`src/rtl/operand_fetch_stage_pkg.sv`:
```
// Shared constants for the operand fetch stage and its register scoreboard.
//   DATA_WIDTH : operand/register width
//   ADDR_WIDTH : register address width
//   OP_WIDTH   : opcode/control width carried through the stage
//   REG_COUNT  : number of architectural registers
//   ZERO_REG   : hard-wired zero register index
package operand_fetch_stage_pkg;

    localparam int DATA_WIDTH = 64;
    localparam int ADDR_WIDTH = 5;
    localparam int OP_WIDTH   = 6;
    localparam int REG_COUNT  = 32;
    localparam int ZERO_REG   = 0;

endpackage

```
`src/rtl/operand_fetch_stage_reg_scoreboard.sv`:
```
// Register scoreboard: one pending bit per architectural register, set when a
// writer issues and cleared by writeback or by flushing the in-flight writer.
// Ports:
//   clk, rst_n                     : clock, asynchronous active-low reset
//   set_en / set_addr              : a writer of set_addr issues this cycle
//   clr_en / clr_addr              : writeback to clr_addr this cycle
//   flush_clr_en / flush_clr_addr  : in-flight writer to flush_clr_addr is killed
//   rs1_addr, rs2_addr, rd_addr    : lookup addresses
//   pend_rs1, pend_rs2, pend_rd    : effective pending bits (writeback-adjusted)
module operand_fetch_stage_reg_scoreboard #(
    parameter int ADDR_WIDTH = operand_fetch_stage_pkg::ADDR_WIDTH
) (
    input  logic                  clk,
    input  logic                  rst_n,
    input  logic                  set_en,
    input  logic [ADDR_WIDTH-1:0] set_addr,
    input  logic                  clr_en,
    input  logic [ADDR_WIDTH-1:0] clr_addr,
    input  logic                  flush_clr_en,
    input  logic [ADDR_WIDTH-1:0] flush_clr_addr,
    input  logic [ADDR_WIDTH-1:0] rs1_addr,
    input  logic [ADDR_WIDTH-1:0] rs2_addr,
    input  logic [ADDR_WIDTH-1:0] rd_addr,
    output logic                  pend_rs1,
    output logic                  pend_rs2,
    output logic                  pend_rd
);
    import operand_fetch_stage_pkg::*;

    localparam int NREG = 1 << ADDR_WIDTH;

    logic [NREG-1:0] pending;
    logic [NREG-1:0] pending_nxt;

    // A register being written back this cycle is no longer a hazard: the
    // bypass path already delivers its value.
    function automatic logic eff(input logic [ADDR_WIDTH-1:0] a);
        return pending[a] && !(clr_en && (clr_addr == a));
    endfunction

    assign pend_rs1 = eff(rs1_addr);
    assign pend_rs2 = eff(rs2_addr);
    assign pend_rd  = eff(rd_addr);

    // Clears first, then set, so a new issue to the same register wins over
    // the completion of the older write.
    always_comb begin
        pending_nxt = pending;
        if (clr_en)       pending_nxt[clr_addr]       = 1'b0;
        if (flush_clr_en) pending_nxt[flush_clr_addr] = 1'b0;
        if (set_en)       pending_nxt[set_addr]       = 1'b1;
        pending_nxt[ZERO_REG] = 1'b0;
    end

    always_ff @(posedge clk or negedge rst_n) begin
        if (!rst_n) pending <= '0;
        else        pending <= pending_nxt;
    end

endmodule

```
`src/rtl/operand_fetch_stage.sv`:
```
// Register-read/issue stage between decode and execute. Drives the register
// file read addresses, bypasses same-cycle writeback, stalls on RAW/WAW
// hazards using a pending-write scoreboard and registers resolved operands
// into the ID/EX register.
// Handshakes: a transfer happens on a cycle where valid and ready are both 1
// at the rising edge; valid, once raised, stays up with stable payload until
// the transfer; ready may depend on the cycle's inputs but not on valid.
// Ports:
//   Clk, Rst_N                        : clock, async active-low reset
//   in_Valid/in_Ready                 : upstream handshake
//   rs1_Addr, rs2_Addr, rd_Addr       : decoded register fields (rd 0 = no write)
//   imm_in, use_Imm, op_in            : immediate, operand-B select, opcode
//   addr_A/addr_B, data_outA/B        : register file read ports
//   wb_En, wb_Addr, wb_Data           : writeback (also drives regfile write)
//   flush                             : kill the output register
//   out_Valid/out_Ready               : downstream handshake
//   opA, opB, out_Rd, out_Op          : ID/EX register contents
module operand_fetch_stage #(
    parameter int DATA_WIDTH = operand_fetch_stage_pkg::DATA_WIDTH,
    parameter int ADDR_WIDTH = operand_fetch_stage_pkg::ADDR_WIDTH,
    parameter int OP_WIDTH   = operand_fetch_stage_pkg::OP_WIDTH
) (
    input  logic                  Clk,
    input  logic                  Rst_N,
    input  logic                  in_Valid,
    output logic                  in_Ready,
    input  logic [ADDR_WIDTH-1:0] rs1_Addr,
    input  logic [ADDR_WIDTH-1:0] rs2_Addr,
    input  logic [ADDR_WIDTH-1:0] rd_Addr,
    input  logic [DATA_WIDTH-1:0] imm_in,
    input  logic                  use_Imm,
    input  logic [OP_WIDTH-1:0]   op_in,
    output logic [ADDR_WIDTH-1:0] addr_A,
    output logic [ADDR_WIDTH-1:0] addr_B,
    input  logic [DATA_WIDTH-1:0] data_outA,
    input  logic [DATA_WIDTH-1:0] data_outB,
    input  logic                  wb_En,
    input  logic [ADDR_WIDTH-1:0] wb_Addr,
    input  logic [DATA_WIDTH-1:0] wb_Data,
    input  logic                  flush,
    output logic                  out_Valid,
    input  logic                  out_Ready,
    output logic [DATA_WIDTH-1:0] opA,
    output logic [DATA_WIDTH-1:0] opB,
    output logic [ADDR_WIDTH-1:0] out_Rd,
    output logic [OP_WIDTH-1:0]   out_Op
);
    import operand_fetch_stage_pkg::*;

    localparam logic [ADDR_WIDTH-1:0] ZERO_ADDR = ADDR_WIDTH'(ZERO_REG);

    logic                  pend_rs1;
    logic                  pend_rs2;
    logic                  pend_rd;
    logic                  hazard;
    logic                  fire;
    logic                  set_en;
    logic                  clr_en;
    logic                  flush_clr_en;
    logic [DATA_WIDTH-1:0] op_a_res;
    logic [DATA_WIDTH-1:0] op_b_res;

    assign addr_A = rs1_Addr;
    assign addr_B = rs2_Addr;

    // The register file write only lands at the clock edge, so a same-cycle
    // writeback must be forwarded here.
    function automatic logic [DATA_WIDTH-1:0] resolve(
        input logic [ADDR_WIDTH-1:0] rs,
        input logic [DATA_WIDTH-1:0] rf_data
    );
        if (rs == ZERO_ADDR)             return '0;
        else if (wb_En && wb_Addr == rs) return wb_Data;
        else                             return rf_data;
    endfunction

    assign op_a_res = resolve(rs1_Addr, data_outA);
    assign op_b_res = use_Imm ? imm_in : resolve(rs2_Addr, data_outB);

    assign hazard = pend_rs1
                  | (pend_rs2 & ~use_Imm)
                  | (pend_rd & (rd_Addr != ZERO_ADDR));

    assign in_Ready = !hazard && (!out_Valid || out_Ready) && !flush;
    assign fire     = in_Valid && in_Ready;

    assign set_en       = fire && (rd_Addr != ZERO_ADDR);
    assign clr_en       = wb_En && (wb_Addr != ZERO_ADDR);
    // The killed instruction's destination write will never happen.
    assign flush_clr_en = flush && out_Valid;

    operand_fetch_stage_reg_scoreboard #(
        .ADDR_WIDTH (ADDR_WIDTH)
    ) u_sb (
        .clk            (Clk),
        .rst_n          (Rst_N),
        .set_en         (set_en),
        .set_addr       (rd_Addr),
        .clr_en         (clr_en),
        .clr_addr       (wb_Addr),
        .flush_clr_en   (flush_clr_en),
        .flush_clr_addr (out_Rd),
        .rs1_addr       (rs1_Addr),
        .rs2_addr       (rs2_Addr),
        .rd_addr        (rd_Addr),
        .pend_rs1       (pend_rs1),
        .pend_rs2       (pend_rs2),
        .pend_rd        (pend_rd)
    );

    // Payload only changes on fire, so a stalled output holds by default.
    always_ff @(posedge Clk or negedge Rst_N) begin
        if (!Rst_N) begin
            out_Valid <= 1'b0;
            opA       <= '0;
            opB       <= '0;
            out_Rd    <= '0;
            out_Op    <= '0;
        end else if (fire) begin
            out_Valid <= 1'b1;
            opA       <= op_a_res;
            opB       <= op_b_res;
            out_Rd    <= rd_Addr;
            out_Op    <= op_in;
        end else if (flush || (out_Valid && out_Ready)) begin
            out_Valid <= 1'b0;
        end
    end

endmodule

```
`config.mk`:
```
export PLATFORM = sky130hd
export DESIGN_NAME = operand_fetch_stage
export DESIGN_NICKNAME = d
export VERILOG_FILES = /design/src/rtl/operand_fetch_stage_pkg.sv /design/src/rtl/operand_fetch_stage_reg_scoreboard.sv /design/src/rtl/operand_fetch_stage.sv
export SDC_FILE = /design/constraint.sdc
export NUM_CORES = 1
export LEC_CHECK = 0
export CAP_MARGIN = 30
export CORE_ASPECT_RATIO = 0.7
export CORE_MARGIN = 2
export CORE_UTILIZATION = 40
export CTS_BUF_LIST = sky130_fd_sc_hd__clkbuf_4 sky130_fd_sc_hd__clkbuf_8
export DETAILED_ROUTE_END_ITERATION = 10
export HOLD_SLACK_MARGIN = 0.06
export PLACE_DENSITY = 0.75
export RECOVER_POWER = 100
export SYNTH_ARGS = -nofsm -noshare
export SYNTH_HDL_FRONTEND = slang
export SYNTH_SLANG_ARGS = --single-unit
```
`constraint.sdc`:
```
create_clock -name Clk -period 7.3 [get_ports Clk]
set_clock_uncertainty 0.1 [all_clocks]
set_input_delay 0.73 -clock Clk [delete_from_list [all_inputs] [get_ports Clk]]
set_output_delay 0.73 -clock Clk [all_outputs]
set_load 0.05 [all_outputs]
```
==> out/qor.yml <==
drt:
  routed_via_density: 5.71
  drt_first_pass_iters: 5
  first_iter_violations: 864
  postRouteWirelength_um: 40600
  drcViolationCount: 0
  vias: 9847
  wire_per_inst_um: 23.5
  final_antenna_net_count: 0
setup_path:
  r2r_cells: 8
  criticalPathCategory: "in2reg"
  crit_arrival_ps: 5700
  reg2reg_slack_ps: 3000
  critPathBufInv: 2
  r2r-start: "u_sb.pending[22]$_DFF_PN0_"
  critPathMaxStageDelay_ps: 1670
  rr_endpoint: "opB[21]$_DFFE_PN0P_"
  path_cells: "dlygate4sd3_1 > xor2_1 > nor4_1 > and3_1 > a2111oi_0 > nand2_1 > nand4_4 > clkbuf_4 > mux2_2"
  crit_fanout: 171
  cp_top_family: "buffers and inverters"
  crit_path_start_kind: "primary input"
  cp_data_required_time_ps: 7540
  cp_slowest_cell: "clkbuf_4"
  endpoint_kind: "flop"
final_layout:
  nNetsFinal: 1670
  n_fill_cell: 2211
  drive_gt1_frac: 0.113
  area_growth_pct: 44.6
  finish.utilization: 0.587
power_and_ir_drop:
  ir_drop_mv: 0.252
  totalPowerFinal_mw: 4.12
  static-leakage-power_nw: 6.06
  p_per_area_mw_per_mm2: 275
logic_synthesis:
  synth-seq-area-share: 0.413
  async_flop_share: 1.00
  yosysUniqueCellTypes: 43
  synth_edf_count: 0
  synth_area_sq_mm: 0.0104
  synth_area_leaders: "dfrtp_1, mux2_2, mux2_4"
  synth.most_common_cell: "nand2_1"
  synth_top_area_frac: 0.413
  postSynthAreaPerCell_sq_um: 10.3
  synth_nets: 1293
  yosysWarnings: 0
  synth_commonest_cells: "nand2_1, dfrtp_1, mux2_2"
  ys_ff_latch: 171
  ys.flop_type: "dfrtp_1"
  syn_inst: 1004
  synth_area_leader_cell: "dfrtp_1"
placed_design:
  place_ws_ps: 2480
  dpl.hpwl_um: 29400
  gp_congestion: 0.964
  port_buffers: 439
cts:
  h-tree-depth: 4
  clockRootBuffer: "clkbuf_8"
  cts_resized: 0
  cts.sinks: 171
  clockBufferDepth: 2
  clkTransAtPathRegs_ps: 90
  cts_tree: "built"
  cts_made_buffers: 17
  clkLatencyLatePin_ps: 470
run:
  cap_violations: 2
min_path:
  min_path_type: "reg2reg"
  holdPathEnd: "opA[28]$_DFFE_PN0P_"
  hold-path-cell-count: 1
  hp-start: "opA[28]$_DFFE_PN0P_"
die:
  io_pins: 440
  die_y_um: 139
  die_area_sq_mm: 0.0272
  die_w_um: 196
  rows: 49
  core_sq_mm: 0.0256
  start_util: 0.406
grt:
  met1_usage: 0.406
  grt_util_met3: 0.0907
  antenna_found_initial: 2
  grt.total_usage: 0.295
  grt_pass1_vias: 9668
  grt_most_used_layer: "met2"
  grt_max_degree: 172
  grt_first_pass_wirelength_um: 61000
  gr-usage-met2: 0.451
  grt_overflow_total: 0
timing:
  slew_headroom: -0.638
  clock.fmax_mhz: 183
  setup_ws_ps: 1830
  final_hold_viol_count: 0
  whs_ps: 394
  setup-violations-final: 0
  rsz0062_at_grt: "no"
  tightestPinTransition_ps: 2460
  tns_ps: 0
  slew_violations: 212
  fin_crit_sh: 0.749
  finalCriticalPeriod_ps: 5470
run_status:
  failed_checks: "capacitance limit, slew limit"
  status: "finished with violations"
-- worst reg2reg max path: stages (launching register included) --
cell       delay, ps
dfrtp_1          540
mux4_2           290
mux2_2           150
nor3b_1           40
a2111oi_0        360
nand2_1          220
nand4_4          100
clkbuf_4        1670
mux2_2           710
-- power by group --
part / total (mW) / internal [mW] / switching, mW / leakage [nW]
registers: 1.40 / 1.21 / 0.183 / 2.11
clock network: 0.658 / 0.280 / 0.378 / 0.188
logic: 2.06 / 0.723 / 1.34 / 3.76
total: 4.12 / 2.22 / 1.90 / 6.06
-- layout by cell type, fill, tap and decap left out, drive strengths merged, types with 5 or more instances in the layout --
cell,n
xor2,11
nand3b,13
clkdlybuf4s50,285
mux2,144
or3b,7
mux4,15
nor2,10
nand4,5
o21ai,67
dlygate4sd3,153
buf,9
o31ai,31
mux2i,81
a21oi,65
o221ai,31
nand2,206
inv,7
clkinv,6
or3,5
clkbuf,23
dfrtp,171
nand3,10
-- through the flow --
| step | cell area (sq um) | instances |
|---|---|---|
| floorplan | 10400 | 1004 |
| global placement | 14800 | 1690 |
| detailed placement | 14800 | 1690 |
| CTS | 15200 | 1723 |
| global route | 15000 | 1726 |
| finish | 15000 | 1726 |
-- routing by layer --
metal / vias to the layer above / wire length, um
li1: 4371 / -
met1: 4890 / 17100
met2: 516 / 18500
met3: 66 / 3940
met4: 4 / 1000
met5: - / 62
-- cell families after synthesis --
kind of cell	Yosys count	synth area share
DFF	171	0.413
and+or+nand+nor	274	0.117
buffers and inverters	96	0.0467
AOI/OAI and AO/OA	209	0.123
xor gates and xnor gates	14	0.0118
muxes	240	0.288
-- cell type report --
type	count	area, sq um	share of cell area
multi-input cells	737	5410	0.361
repair buffers	451	4510	0.301
flip-flops and latches	171	4280	0.285
well taps	331	414	0.0276
clock buffers	19	249	0.0166
clock inverters	13	118	0.00784
inverters	3	11.3	0.000751
diodes	1	2.50	0.000167
-- state kept, by name, summed over array words and instances, names as in the netlist --
signal        count
out_Valid         1
opB              64
out_Rd            5
opA              64
out_Op            6
u_sb.pending     31
-- worst max path at each step --
stage	startpoint	end	depth (start not counted)
2_1_floorplan	rs1_Addr[1]	in_Ready	7
3_3_place_gp	rs1_Addr[0]	in_Ready	8
3_5_place_dp	rs1_Addr[0]	in_Ready	8
4_1_cts	rs1_Addr[0]	in_Ready	8
5_1_grt	rs2_Addr[2]	in_Ready	9
6_report	rs2_Addr[2]	opB[21]$_DFFE_PN0P_	9
-- timing repair --
item / 4_1_cts / 5_1_grt
endpoints found under the hold margin: 37 / 0
hold buffers: 1 / 0
setup buffers: 0 / 0
No activity file was read; power rests on OpenSTA's default activity.
